`config.mk`:
```
export PLATFORM = sky130hd
export DESIGN_NAME = iobus_arbiter
export DESIGN_NICKNAME = d
export VERILOG_FILES = /design/src/rtl/iobus_pkg.sv /design/src/rtl/iobus_arbiter_rr_arb2.sv /design/src/rtl/iobus_arbiter.sv
export SDC_FILE = /design/constraint.sdc
export NUM_CORES = 1
export LEC_CHECK = 0
export ABC_CLOCK_PERIOD_IN_PS = 1800
export BUFFER_PORTS_ARGS = -buffer_cell sky130_fd_sc_hd__buf_4
export CORE_MARGIN = 3
export CORE_UTILIZATION = 38
export DETAILED_ROUTE_END_ITERATION = 16
export PLACE_DENSITY_LB_ADDON = 0.15
export SKIP_CTS_REPAIR_TIMING = 1
export SLEW_MARGIN = 20
export SYNTH_ARGS = -nofsm -noshare
export SYNTH_HDL_FRONTEND = slang
export SYNTH_SLANG_ARGS = --single-unit
```
`constraint.sdc`:
```
create_clock -name CLK -period 1.8 [get_ports CLK]
set_input_delay 0.54 -clock CLK [delete_from_list [all_inputs] [get_ports CLK]]
set_output_delay 0.54 -clock CLK [all_outputs]
set_load 0.01 [all_outputs]
```
`src/rtl/iobus_pkg.sv`:
```
// Shared types and MMIO address map for the IOBUS arbiter.
// Widths here match the default ADDR_W/DATA_W of the top level.
package iobus_pkg;

   localparam int IOBUS_W = 32;

   localparam logic [IOBUS_W-1:0] SWITCHES_AD = 32'h11000000;
   localparam logic [IOBUS_W-1:0] LEDS_AD     = 32'h11000020;
   localparam logic [IOBUS_W-1:0] SSEG_AD     = 32'h11000040;

   typedef enum logic [1:0] {
      IDLE = 2'd0,
      XFER = 2'd1,
      RESP = 2'd2
   } iobus_state_t;

   typedef struct packed {
      logic               wr;
      logic [IOBUS_W-1:0] addr;
      logic [IOBUS_W-1:0] wdata;
   } iobus_req_t;

   // One-hot select for a 2-port owner index.
   function automatic logic [1:0] owner_onehot(input logic owner);
      return owner ? 2'b10 : 2'b01;
   endfunction

endpackage

```
`src/rtl/iobus_arbiter_rr_arb2.sv`:
```
// Two-way round-robin arbiter; a tie goes to the port
// that did not win the previous grant.
module rr_arb2
   import iobus_pkg::*;
(
   input  logic       clk_i,
   input  logic       rst_i,
   input  logic [1:0] req_i,
   input  logic       advance_i,
   output logic [1:0] grant_o
);

   logic last_q;

   // Pick the single requester, or the non-last one on a tie
   always_comb begin
      grant_o = 2'b00;
      unique case (req_i)
         2'b01:   grant_o = 2'b01;
         2'b10:   grant_o = 2'b10;
         2'b11:   grant_o = owner_onehot(~last_q);
         default: grant_o = 2'b00;
      endcase
   end

   // Remember who won; reset favours port 0 on the first tie
   always_ff @(posedge clk_i) begin
      if (rst_i) begin
         last_q <= 1'b1;
      end else if (advance_i && (|req_i)) begin
         last_q <= grant_o[1];
      end
   end

endmodule

```
`src/rtl/iobus_arbiter.sv`:
```
// Shares the MMIO IOBUS between the CPU (port 0) and an
// auxiliary master (port 1); one 3-cycle transaction at a time.
module iobus_arbiter
   import iobus_pkg::*;
#(
   parameter int ADDR_W = 32,
   parameter int DATA_W = 32,
   parameter int CNT_W  = 16
) (
   input  logic              CLK,
   input  logic              RST,
   input  logic              REQ0,
   input  logic              WR0,
   input  logic [ADDR_W-1:0] ADDR0,
   input  logic [DATA_W-1:0] WDATA0,
   output logic              GNT0,
   output logic              DONE0,
   input  logic              REQ1,
   input  logic              WR1,
   input  logic [ADDR_W-1:0] ADDR1,
   input  logic [DATA_W-1:0] WDATA1,
   output logic              GNT1,
   output logic              DONE1,
   output logic [DATA_W-1:0] RDATA,
   output logic [ADDR_W-1:0] IOBUS_ADDR,
   output logic [DATA_W-1:0] IOBUS_OUT,
   output logic              IOBUS_WR,
   input  logic [DATA_W-1:0] IOBUS_IN,
   output logic              BUSY,
   output logic [CNT_W-1:0]  XFER_CNT
);

   iobus_state_t      state_q;
   logic              owner_q;
   logic [1:0]        gnt_q;
   logic [1:0]        done_q;
   logic              busy_q;
   logic              iobus_wr_q;
   logic [ADDR_W-1:0] iobus_addr_q;
   logic [DATA_W-1:0] iobus_out_q;
   logic [DATA_W-1:0] rdata_q;
   logic [CNT_W-1:0]  cnt_q;

   logic [1:0]        req;
   logic [1:0]        grant;
   logic              advance;
   logic              wr_d;
   logic [ADDR_W-1:0] addr_d;
   logic [DATA_W-1:0] wdata_d;

   assign req     = {REQ1, REQ0};
   assign advance = (state_q == IDLE);

   rr_arb2 u_arb (
      .clk_i     (CLK),
      .rst_i     (RST),
      .req_i     (req),
      .advance_i (advance),
      .grant_o   (grant)
   );

   // Route the winning requester's command toward the latches
   always_comb begin
      wr_d    = WR0;
      addr_d  = ADDR0;
      wdata_d = WDATA0;
      if (grant[1]) begin
         wr_d    = WR1;
         addr_d  = ADDR1;
         wdata_d = WDATA1;
      end
   end

   // Sequencer: latch in IDLE, drive bus in XFER, complete in RESP
   always_ff @(posedge CLK) begin
      if (RST) begin
         state_q      <= IDLE;
         owner_q      <= 1'b0;
         gnt_q        <= 2'b00;
         done_q       <= 2'b00;
         busy_q       <= 1'b0;
         iobus_wr_q   <= 1'b0;
         iobus_addr_q <= '0;
         iobus_out_q  <= '0;
         rdata_q      <= '0;
         cnt_q        <= '0;
      end else begin
         gnt_q        <= 2'b00;
         done_q       <= 2'b00;
         iobus_wr_q   <= 1'b0;
         iobus_addr_q <= '0;
         iobus_out_q  <= '0;
         unique case (state_q)
            IDLE: begin
               busy_q <= 1'b0;
               if (|grant) begin
                  state_q      <= XFER;
                  owner_q      <= grant[1];
                  gnt_q        <= grant;
                  busy_q       <= 1'b1;
                  iobus_wr_q   <= wr_d;
                  iobus_addr_q <= addr_d;
                  iobus_out_q  <= wdata_d;
               end
            end
            XFER: begin
               if (!iobus_wr_q) begin
                  rdata_q <= IOBUS_IN;
               end
               done_q  <= owner_onehot(owner_q);
               cnt_q   <= cnt_q + 1'b1;
               state_q <= RESP;
            end
            RESP: begin
               busy_q  <= 1'b0;
               state_q <= IDLE;
            end
            default: begin
               busy_q  <= 1'b0;
               state_q <= IDLE;
            end
         endcase
      end
   end

   assign GNT0       = gnt_q[0];
   assign GNT1       = gnt_q[1];
   assign DONE0      = done_q[0];
   assign DONE1      = done_q[1];
   assign BUSY       = busy_q;
   assign IOBUS_WR   = iobus_wr_q;
   assign IOBUS_ADDR = iobus_addr_q;
   assign IOBUS_OUT  = iobus_out_q;
   assign RDATA      = rdata_q;
   assign XFER_CNT   = cnt_q;

endmodule

```
==> impl_results.md, run 1 <==
- CTS buffer count: 17
- Area growth syn-to-layout: 68.3%
- Hold Crit Depth: 3
- Vias in the first global route: 4,550
- Setup tns final: 0 ps
- Nature of the critical path endpoint: flip-flop
- Die width: 112 microns
- Sw Share: 0.230
- Combinational Power Share: 0.142
- Leakage: 3.45 nW
- CORE AREA: 0.0109 sq mm
- Final Hold Viols: 0
- Post-Route WL: 13,900 microns
- CTS tree: yes
- DR vias/cell: 4.69
- Crit start category: flip-flop
- Reg2reg start: XFER_CNT[6]
- Final worst-path cycle share: 0.943
- Relative slew margins: 0.649
- Gr usage total: 0.215
- Worst reg-to-reg setup slack: 100 ps
- Critical path type: flip-flop to flip-flop
- # IOs: 284
- Yosys top cell area share: 0.569
- RR Endpoint: XFER_CNT[15]
- Arrival @ worst endpoint: 2030 ps
- FMAX: 0.589 GHz
- H-tree Lvls: 4
- Initial antenna violation count: 0
- Initial Utilization: 0.392
- Cell Chain, Critical Path: nand4_2 > or3_4 > or4_1 > a21oi_1
- Final worst path period need: 1700 ps
- Worst path slowest cell: or4_1
- Ys Warns: 0
- Inst Count DP: 939
- Row count: 38
- HP Class: input pin to flip-flop
- Syn Nets: 701
- RSZ-0062 raised after global routing: false
- GR Overflow Total: 0
- GP Congestion: 0.809
- Internal: 0.00562 W
- Final Net Count: 985
- Final setup viols: 0
- Area contributors post-synth: dfxtp_1 57%, nand2_1 18%, a21oi_1 12%
- Ant diodes: 0
- Req. time, crit path: 2130 ps
- Critical Path Start: XFER_CNT[6]
- Syn Inst Count: 534
- CTS sink cnt: 122
- First-pass GRT wire length: 21,700 microns
- Flop pwr share: 0.401
- Worst VDD drop: 0.655 mV
- Synth cell types: 29
- CTS Root Cell: clkbuf_16
- Post-route ant nets: 0
- Full die area: 0.0126 sq mm
- Synth area leader: dfxtp_1
- Drc violations: 0
- Clk_skew: 4.38 ps
- Post-DP HPWL: 10,300 microns
- Avg Inst Size Synth: 8.03 sq um
- Post-route cell area: 0.00722 sq mm
- Initial drt markers: 246
- Register area share after synthesis: 0.569
- Seq cells post-synth: 122
- Switching power: 0.00168 W
- Port bufs: 283
- R2R cell count: 4
- Pre-antenna DRT Iters: 4
- Share of cells above drive strength 1: 0.407
- Placed cell areas: 0.00664 sq mm
- Worst setup path end: XFER_CNT[15]
- P per Cell Area: 1010 mW/mm^2
- Max_cap viols: 0
- Min-delay src: ADDR1[6]
- Filler instances: 934
- Clock power frac: 0.457
- Largest stage delay, worst path: 500 ps
- Cell Area, Synth: 0.00429 sq mm
- Status: completed
- Worst-path fanout max: 6
- Vias: 4,547
- Largest net degree at the start of global routing: 67
- Worst-Margin Slew: 527 ps
- CTS max path bufs: 2
- Detailed-route wire length per cell: 14.4 microns
- Reg clk slew, reported paths: 50 ps
- Clk_lat worst skew: 400 ps
- Final Max Tran Viols: 0
- Layout Cells excl Fill: 969
- Die H: 112 microns
[stage by stage]
stage | setup WS [ps] | util | total power, W | hold WS [ps]
3_5_place_dp | 115 | 0.607 | 0.00402 | 445
5_1_grt | 15.6 | 0.660 | 0.00759 | 364
3_3_place_gp | 129 | 0.607 | 0.00400 | 443
6_report | 103 | 0.660 | 0.00730 | 380
2_1_floorplan | 52.9 | - | 0.00338 | 417
4_1_cts | 88.4 | 0.660 | 0.00737 | 364
[synthesized netlist by cell type]
library cell,number
a21oi_1,103
dfxtp_1,122
nor4_1,1
clkbuf_1,29
a211o_1,1
inv_1,3
nor3_1,3
o21ai_1,1
nand3_1,4
o21ai_0,2
and4b_1,2
or4_1,3
nand2b_1,2
or3_4,1
xnor2_1,4
xor2_1,6
nand2_1,209
or3_2,2
nor2b_1,1
o31ai_1,3
and2_1,2
nand4_1,3
and4_2,1
a22oi_1,1
nand4_2,1
nand4b_1,1
buf_1,5
nor2_1,17
ha_1,1
[kinds of logic (layout without fill, tap and decap cells)]
logic type	Yosys count	after routing	synth area share
buffers and inverters	37	332	0.0324
adder cells (fa/ha/maj)	1	1	0.00292
flip-flops	122	122	0.569
XOR/XNOR	10	10	0.0204
AO/OA/AOI/OAI	111	111	0.133
AND/OR/NAND/NOR	253	253	0.242
[power by group through the flow]
stage,clock network [W],logic [W],registers [W]
6_report,0.00334,0.00104,0.00292
5_1_grt,0.00352,0.00113,0.00294
4_1_cts,0.00339,0.00105,0.00292
3_5_place_dp,0,0.00104,0.00298
3_3_place_gp,0,0.00102,0.00297
2_1_floorplan,0,0.000332,0.00305
[cell usage in the layout, fill, tap and decap left out]
| master | count |
|---|---|
| and4b_1 | 2 |
| clkbuf_16 | 17 |
| buf_12 | 3 |
| nand2b_1 | 2 |
| nand4b_1 | 1 |
| o21ai_4 | 1 |
| clkinv_2 | 7 |
| clkbuf_8 | 2 |
| a211o_1 | 1 |
| and2_2 | 1 |
| o21ai_0 | 2 |
| nor3_1 | 3 |
| inv_1 | 3 |
| ha_1 | 1 |
| nand2_1 | 208 |
| nor2_2 | 1 |
| nor2_1 | 16 |
| xor2_1 | 6 |
| nor2b_1 | 1 |
| a22oi_1 | 1 |
| nand2_2 | 1 |
| and4_2 | 1 |
| nand3_1 | 4 |
| buf_4 | 296 |
| o31ai_1 | 3 |
| and2_1 | 1 |
| clkbuf_1 | 1 |
| or3_4 | 1 |
| xnor2_1 | 4 |
| or3_2 | 2 |
| nand4_2 | 1 |
| a21oi_1 | 103 |
| dfxtp_1 | 122 |
| bufinv_16 | 3 |
| or4_1 | 3 |
| nor4_1 | 1 |
| nand4_1 | 3 |
[worst max-delay path: cells and delay by family, from the launching register on]
family           cells  cell delay (ps)
AND/OR/NAND/NOR      3             1080
flip-flops           1              400
AO/OA/AOI/OAI        1              150
[worst min-delay path by stage]
stage | slack (ps) | endpoint
global route | 360 | IOBUS_OUT[2]
global placement | 440 | RDATA[11]
detailed placement | 440 | BUSY
CTS | 360 | IOBUS_ADDR[5]
floorplan | 420 | done_q[0]
finish | 380 | IOBUS_ADDR[6]
[flip-flops by register name (all words and copies together), names as in the netlist]
register      flops
BUSY              1
IOBUS_ADDR       32
IOBUS_OUT        32
IOBUS_WR          1
RDATA            32
XFER_CNT         16
done_q            2
gnt_q             2
owner_q           1
state_q           2
u_arb.last_q      1
[per-layer routing]
metal | vias up | GRT usage | part of all wire
li1 | 2307 | - | -
met1 | 2028 | 0.219 | 0.37
met2 | 184 | 0.380 | 0.51
met3 | 28 | 0.0933 | 0.093
met4 | 0 | 0.0970 | 0.026
met5 | - | 0 | 0
[cell type report]
cell class | count | area (sq um) | share of cell area
Clock buffer | 20 | 457 | 0.0633
Multi-Input combinational cell | 375 | 1730 | 0.239
Sequential cell | 122 | 2440 | 0.338
Inverter | 3 | 11.3 | 0.00156
Tap cell | 140 | 175 | 0.0243
Clock inverter | 10 | 125 | 0.0173
Timing Repair Buffer | 299 | 2280 | 0.316
Power figures use the tool's default switching activity.
==> run 2: changes to the inputs <==
- CELL_PAD_IN_SITES_DETAIL_PLACEMENT: unset -> 2
- CELL_PAD_IN_SITES_GLOBAL_PLACEMENT: unset -> 2
- CORE_UTILIZATION: 38 -> 19
==> run 2 against run 1 <==
Setup slack improved by 34 ps. Count of clock-buffer cells in the layout rose by 2. Die area rose by 94%. Routed wire length rose by 38%. First-iteration DRC count fell by 59%. Combinational power rose by 4%. Clock power fell by 3%. Critical path type unchanged. Critical endpoint is now XFER_CNT[11].
==> impl_results.md, run 2 (synthesized netlist as in run 1, its figures left out) <==
- Placed cell areas: 0.00684 sq mm (+3.1%)
- Largest stage delay, worst path: 500 ps (about the same)
- Crit start category: flip-flop
- H-tree Lvls: 4 (unchanged)
- Drc violations: 0 (unchanged)
- CTS buffer count: 17 (unchanged)
- Req. time, crit path: 2140 ps (about the same)
- Clk_lat worst skew: 410 ps (about the same)
- Detailed-route wire length per cell: 17.3 microns (+20%)
- CTS sink cnt: 122 (unchanged)
- HP Class: input pin to flip-flop
- Post-Route WL: 19,300 microns (+38%)
- Cell Chain, Critical Path: buf_4 > and4_2 > nand4_1 > or4_1 > a21oi_1
- Layout Utilization: 0.336 (-0.324)
- Pre-antenna DRT Iters: 4 (unchanged)
- Worst-path fanout max: 5 (-1)
- Initial drt markers: 100 (-59%)
- Final Net Count: 989 (+0.41%)
- Nature of the critical path endpoint: flip-flop
- Worst VDD drop: 0.581 mV (-11%)
- Most frequent cells in the layout: 300 x buf_4, 208 x nand2_1, 121 x dfxtp_1
- Final Max Tran Viols: 0 (unchanged)
- Full die area: 0.0244 sq mm (+94%)
- # IOs: 284 (unchanged)
- Post-route ant nets: 0 (unchanged)
- GP Congestion: 0.741 (-8.5%)
- Final Hold Viols: 0 (unchanged)
- Final worst-path cycle share: 0.924 (-0.0192)
- Share of cells above drive strength 1: 0.410 (+0.00307)
- GR Overflow Total: 0 (unchanged)
- Leakage: 3.44 nW (-0.20%)
- P per Cell Area: 980 mW/mm^2 (-3.0%)
- Most common cell after layout, fill and taps aside: buf_4
- Post-DP HPWL: 14,600 microns (+41%)
- First-pass GRT wire length: 29,800 microns (+38%)
- Worst reg-to-reg setup slack: 140 ps (+30 ps)
- Die width: 156 microns (+39%)
- DR vias/cell: 4.30 (-8.4%)
- Arrival @ worst endpoint: 2000 ps (-30 ps)
- Port bufs: 283 (unchanged)
- Post-route cell area: 0.00740 sq mm (+2.5%)
- Status: completed
- Vias: 4,791 (+5.4%)
- Ant diodes: 0 (unchanged)
- Clk_skew: 10.6 ps (+6.24 ps)
- RSZ-0062 raised after global routing: false
- Worst-Margin Slew: 445 ps (-81.6 ps)
- CTS max path bufs: 2 (unchanged)
- FMAX: 0.601 GHz (+2.1%)
- Initial antenna violation count: 0 (unchanged)
- Area growth syn-to-layout: 72.5%
- Worst path slowest cell: or4_1
- Final setup viols: 0 (unchanged)
- CTS tree: yes
- Relative slew margins: 0.703 (+0.0544)
- Largest net degree at the start of global routing: 67 (unchanged)
- Vias in the first global route: 5,486 (+21%)
- Setup tns final: 0 ps (unchanged)
- Die H: 156 microns (+39%)
- Row count: 54 (+42%)
- CTS Root Cell: clkbuf_16
- Final worst path period need: 1660 ps (-34.5 ps)
- Gr usage total: 0.155 (-0.0598)
- Reg clk slew, reported paths: 60 ps (about the same)
- Max_cap viols: 0 (unchanged)
- Critical path type: flip-flop to flip-flop
- Initial Utilization: 0.195 (-0.198)
- CORE AREA: 0.0220 sq mm (+100%)
-- run 2: worst max-delay path, delay by kind of cell (launching register included) --
kind | cells | cell delay [ps]
buffers and inverters | 1 | 150
AND/OR/NAND/NOR | 3 | 930
flip-flops | 1 | 350
AO/OA/AOI/OAI | 1 | 160
-- run 2: metal layers --
| layer | track usage | up-vias | wire length [microns] |
|---|---|---|---|
| li1 | - | 2310 | - |
| met1 | 0.171 | 2298 | 7380 |
| met2 | 0.275 | 173 | 9890 |
| met3 | 0.0683 | 10 | 1840 |
| met4 | 0.0375 | 0 | 142 |
| met5 | 0 | - | 0 |
-- run 2: final cells by class --
type                    instances  area (sq um)
fillers                      2553         14600
inverters                       3          11.3
clock buffers                  22           464
well taps                     280           350
flip-flops and latches        122          2440
clock inverters                10          93.8
repair buffers                303          2310
multi-input cells             375          1730
-- run 2: worst paths after layout --
check                                     to         from  cells after the start
worst max register to register  XFER_CNT[11]  XFER_CNT[4]                      5
worst min register to register          BUSY         BUSY                      2
worst max-delay path            XFER_CNT[11]  XFER_CNT[4]                      5
worst min-delay path                 owner_q          RST                      2
-- run 2: power breakdown --
part           leakage (nW)  total (W)  switching, W  internal (W)
logic                  2.18    0.00108      0.000529      0.000547
clock network         0.266    0.00325       0.00128       0.00197
registers             0.998    0.00293     0.0000660       0.00286
total                  3.44    0.00726       0.00188       0.00538
-- run 2: stage by stage --
step,hold WS (ps),cells,worst slack (ps),power (W)
4_1_cts,320,1115,108,0.00740
6_report,340,1115,137,0.00726
3_5_place_dp,443,1083,128,0.00409
2_1_floorplan,417,534,52.9,0.00338
3_3_place_gp,440,1083,159,0.00404
5_1_grt,333,1115,5.98,0.00763
==> run 3: changes to the inputs <==
- GPL_TIMING_DRIVEN: unset -> 0
==> run 3 against run 2 <==
Register-to-register slack worse by 20 ps. Power is 0.66% lower. Cell count is 1.1% higher. Non-clock buffer count is 13 higher. Sequential share of layout area is 0.42 points higher. Routed wire length is 0.19% higher. Largest power group unchanged.
==> impl_results.md, run 3 (synthesized netlist as in run 1, its figures left out) <==
- # IOs: 284 (unchanged)
- GP Congestion: 0.801 (+8.2%)
- Max_cap viols: 0 (unchanged)
- Most common cell after layout, fill and taps aside: buf_4
- Initial drt markers: 156 (+56%)
- Layout Cells excl Fill: 1,127 (+1.1%)
- Gr usage total: 0.158 (+0.00256)
- Reg2reg start: XFER_CNT[4]
- Final Net Count: 1,002 (+1.3%)
- Die width: 156 microns (unchanged)
- Inst Count DP: 1,096 (+1.2%)
- H-tree Lvls: 4 (unchanged)
- Worst-Margin Slew: 504 ps (+58.9 ps)
- Nature of the critical path endpoint: flip-flop
- Final worst-path cycle share: 0.933 (+0.00919)
- Internal: 0.00538 W (about the same)
- Clk_lat worst skew: 410 ps (about the same)
- CTS Root Cell: clkbuf_16
- Port bufs: 282 (-0.35%)
- Flop pwr share: 0.406 (+0.003)
- Pre-antenna DRT Iters: 4 (unchanged)
- Initial Utilization: 0.195 (unchanged)
- DR vias/cell: 4.31 (+0.42%)
- Placed cell areas: 0.00676 sq mm (-1.2%)
- Die H: 156 microns (unchanged)
- Crit start category: flip-flop
- Arrival @ worst endpoint: 2020 ps (+20 ps)
- Row count: 54 (unchanged)
- Post-route ant nets: 0 (unchanged)
- Post-Route WL: 19,300 microns (+0.19%)
- CORE AREA: 0.0220 sq mm (unchanged)
- Most frequent cells in the layout: 282 x buf_4, 209 x nand2_1, 113 x dfxtp_1
- Worst VDD drop: 0.532 mV (-8.5%)
- Clk_skew: 8.31 ps (-2.30 ps)
- Fin Hold WS: 371 ps (+30.7 ps)
- First-pass GRT wire length: 30,100 microns (+0.74%)
- HP Class: input pin to flip-flop
- WL met1: 7150 microns (-3.1%)
- DR WL met2: 10,100 microns (+1.7%)
- Final Hold Viols: 0 (unchanged)
- Fin worst setup slack: 121 ps (-16.5 ps)
- Area growth syn-to-layout: 71.6%
- FMAX: 0.596 GHz (-0.98%)
- Filler instances: 2,559 (+0.24%)
- Largest net degree at the start of global routing: 17 (-75%)
- Final Max Tran Viols: 0 (unchanged)
- Leakage: 3.41 nW (-0.97%)
- Initial antenna violation count: 0 (unchanged)
- P per Cell Area: 979 mW/mm^2 (-0.10%)
- Hold Crit Depth: 3 (+1)
- Setup tns final: 0 ps (unchanged)
- Reg clk slew, reported paths: 60 ps (about the same)
- Sw Share: 0.253 (-0.00489)
- Worst-path fanout max: 6 (+1)
- Post-DP HPWL: 15,500 microns (+6.7%)
- RSZ-0062 raised after global routing: false
- Combinational Power Share: 0.148 (about the same)
- Req. time, crit path: 2140 ps (about the same)
- CTS tree: yes
- Clock power frac: 0.446 (-0.002)
- Relative slew margins: 0.664 (-0.0393)
- GR Overflow Total: 0 (unchanged)
- DR top layer: met4
- Ant diodes: 0 (unchanged)
- Final worst path period need: 1680 ps (+16.5 ps)
- CTS sink cnt: 122 (unchanged)
- DR WL met3: 1860 microns (+0.92%)
- Drc violations: 0 (unchanged)
- Final setup viols: 0 (unchanged)
- R2R cell count: 4 (-1)
- Switching power: 0.00183 W (-2.5%)
- Detailed-route wire length per cell: 17.1 microns (-0.88%)
- Vias: 4,863 (+1.5%)
- CTS buffer count: 17 (unchanged)
- Critical Path Start: XFER_CNT[4]
- Share of cells above drive strength 1: 0.405 (-0.00462)
- Full die area: 0.0244 sq mm (unchanged)
- Post-route cell area: 0.00736 sq mm (-0.56%)
- CTS max path bufs: 2 (unchanged)
- Critical path type: flip-flop to flip-flop
- Setup WS pre-CTS: -845 ps (-973 ps)
- Min-delay src: ADDR1[28]
- Status: completed
- Vias in the first global route: 5,510 (+0.44%)
## run 3: power groups by stage
stage	sequential (W)	clock (W)	combinational [W]
floorplan	0.00305	0	0.000332
global route	0.00295	0.00348	0.00120
global placement	0.00298	0	0.00105
finish	0.00293	0.00321	0.00107
detailed placement	0.00299	0	0.00109
CTS	0.00294	0.00335	0.00109
## run 3: routing by layer
| layer | vias up | GRT usage |
|---|---|---|
| li1 | 2342 | - |
| met1 | 2328 | 0.168 |
| met2 | 177 | 0.282 |
| met3 | 16 | 0.0713 |
| met4 | 0 | 0.0438 |
| met5 | - | 0 |
## run 3: stage by stage
stage	util	power, W
after detailed placement	0.307	0.00408
final	0.334	0.00721
after CTS	0.332	0.00737
after floorplan	-	0.00338
after global placement	0.307	0.00403
after global routing	0.334	0.00762
## run 3: critical path, stage by stage, from the launching register on
cell and delay [ps]:
dfxtp_4 380, nand4_2 130, or3_4 440, or4_1 510, a21oi_1 160
## run 3: final timing paths
path,end,slack (ps)
setup / recovery,XFER_CNT[15],120
hold / removal,IOBUS_ADDR[28],370
setup reg to reg,XFER_CNT[15],120
hold reg to reg,BUSY,440
## run 3: layout make-up
class                      count  area, sq um  area share
inverter                       3         11.3     0.00153
sequential                   122         2460       0.334
buffer                        34          148      0.0201
clock inverter                 8         70.1     0.00952
tap                          280          350      0.0476
multi-input combinational    375         1730       0.234
clock buffer                  23          478      0.0649
timing repair buffer         282         2120       0.288
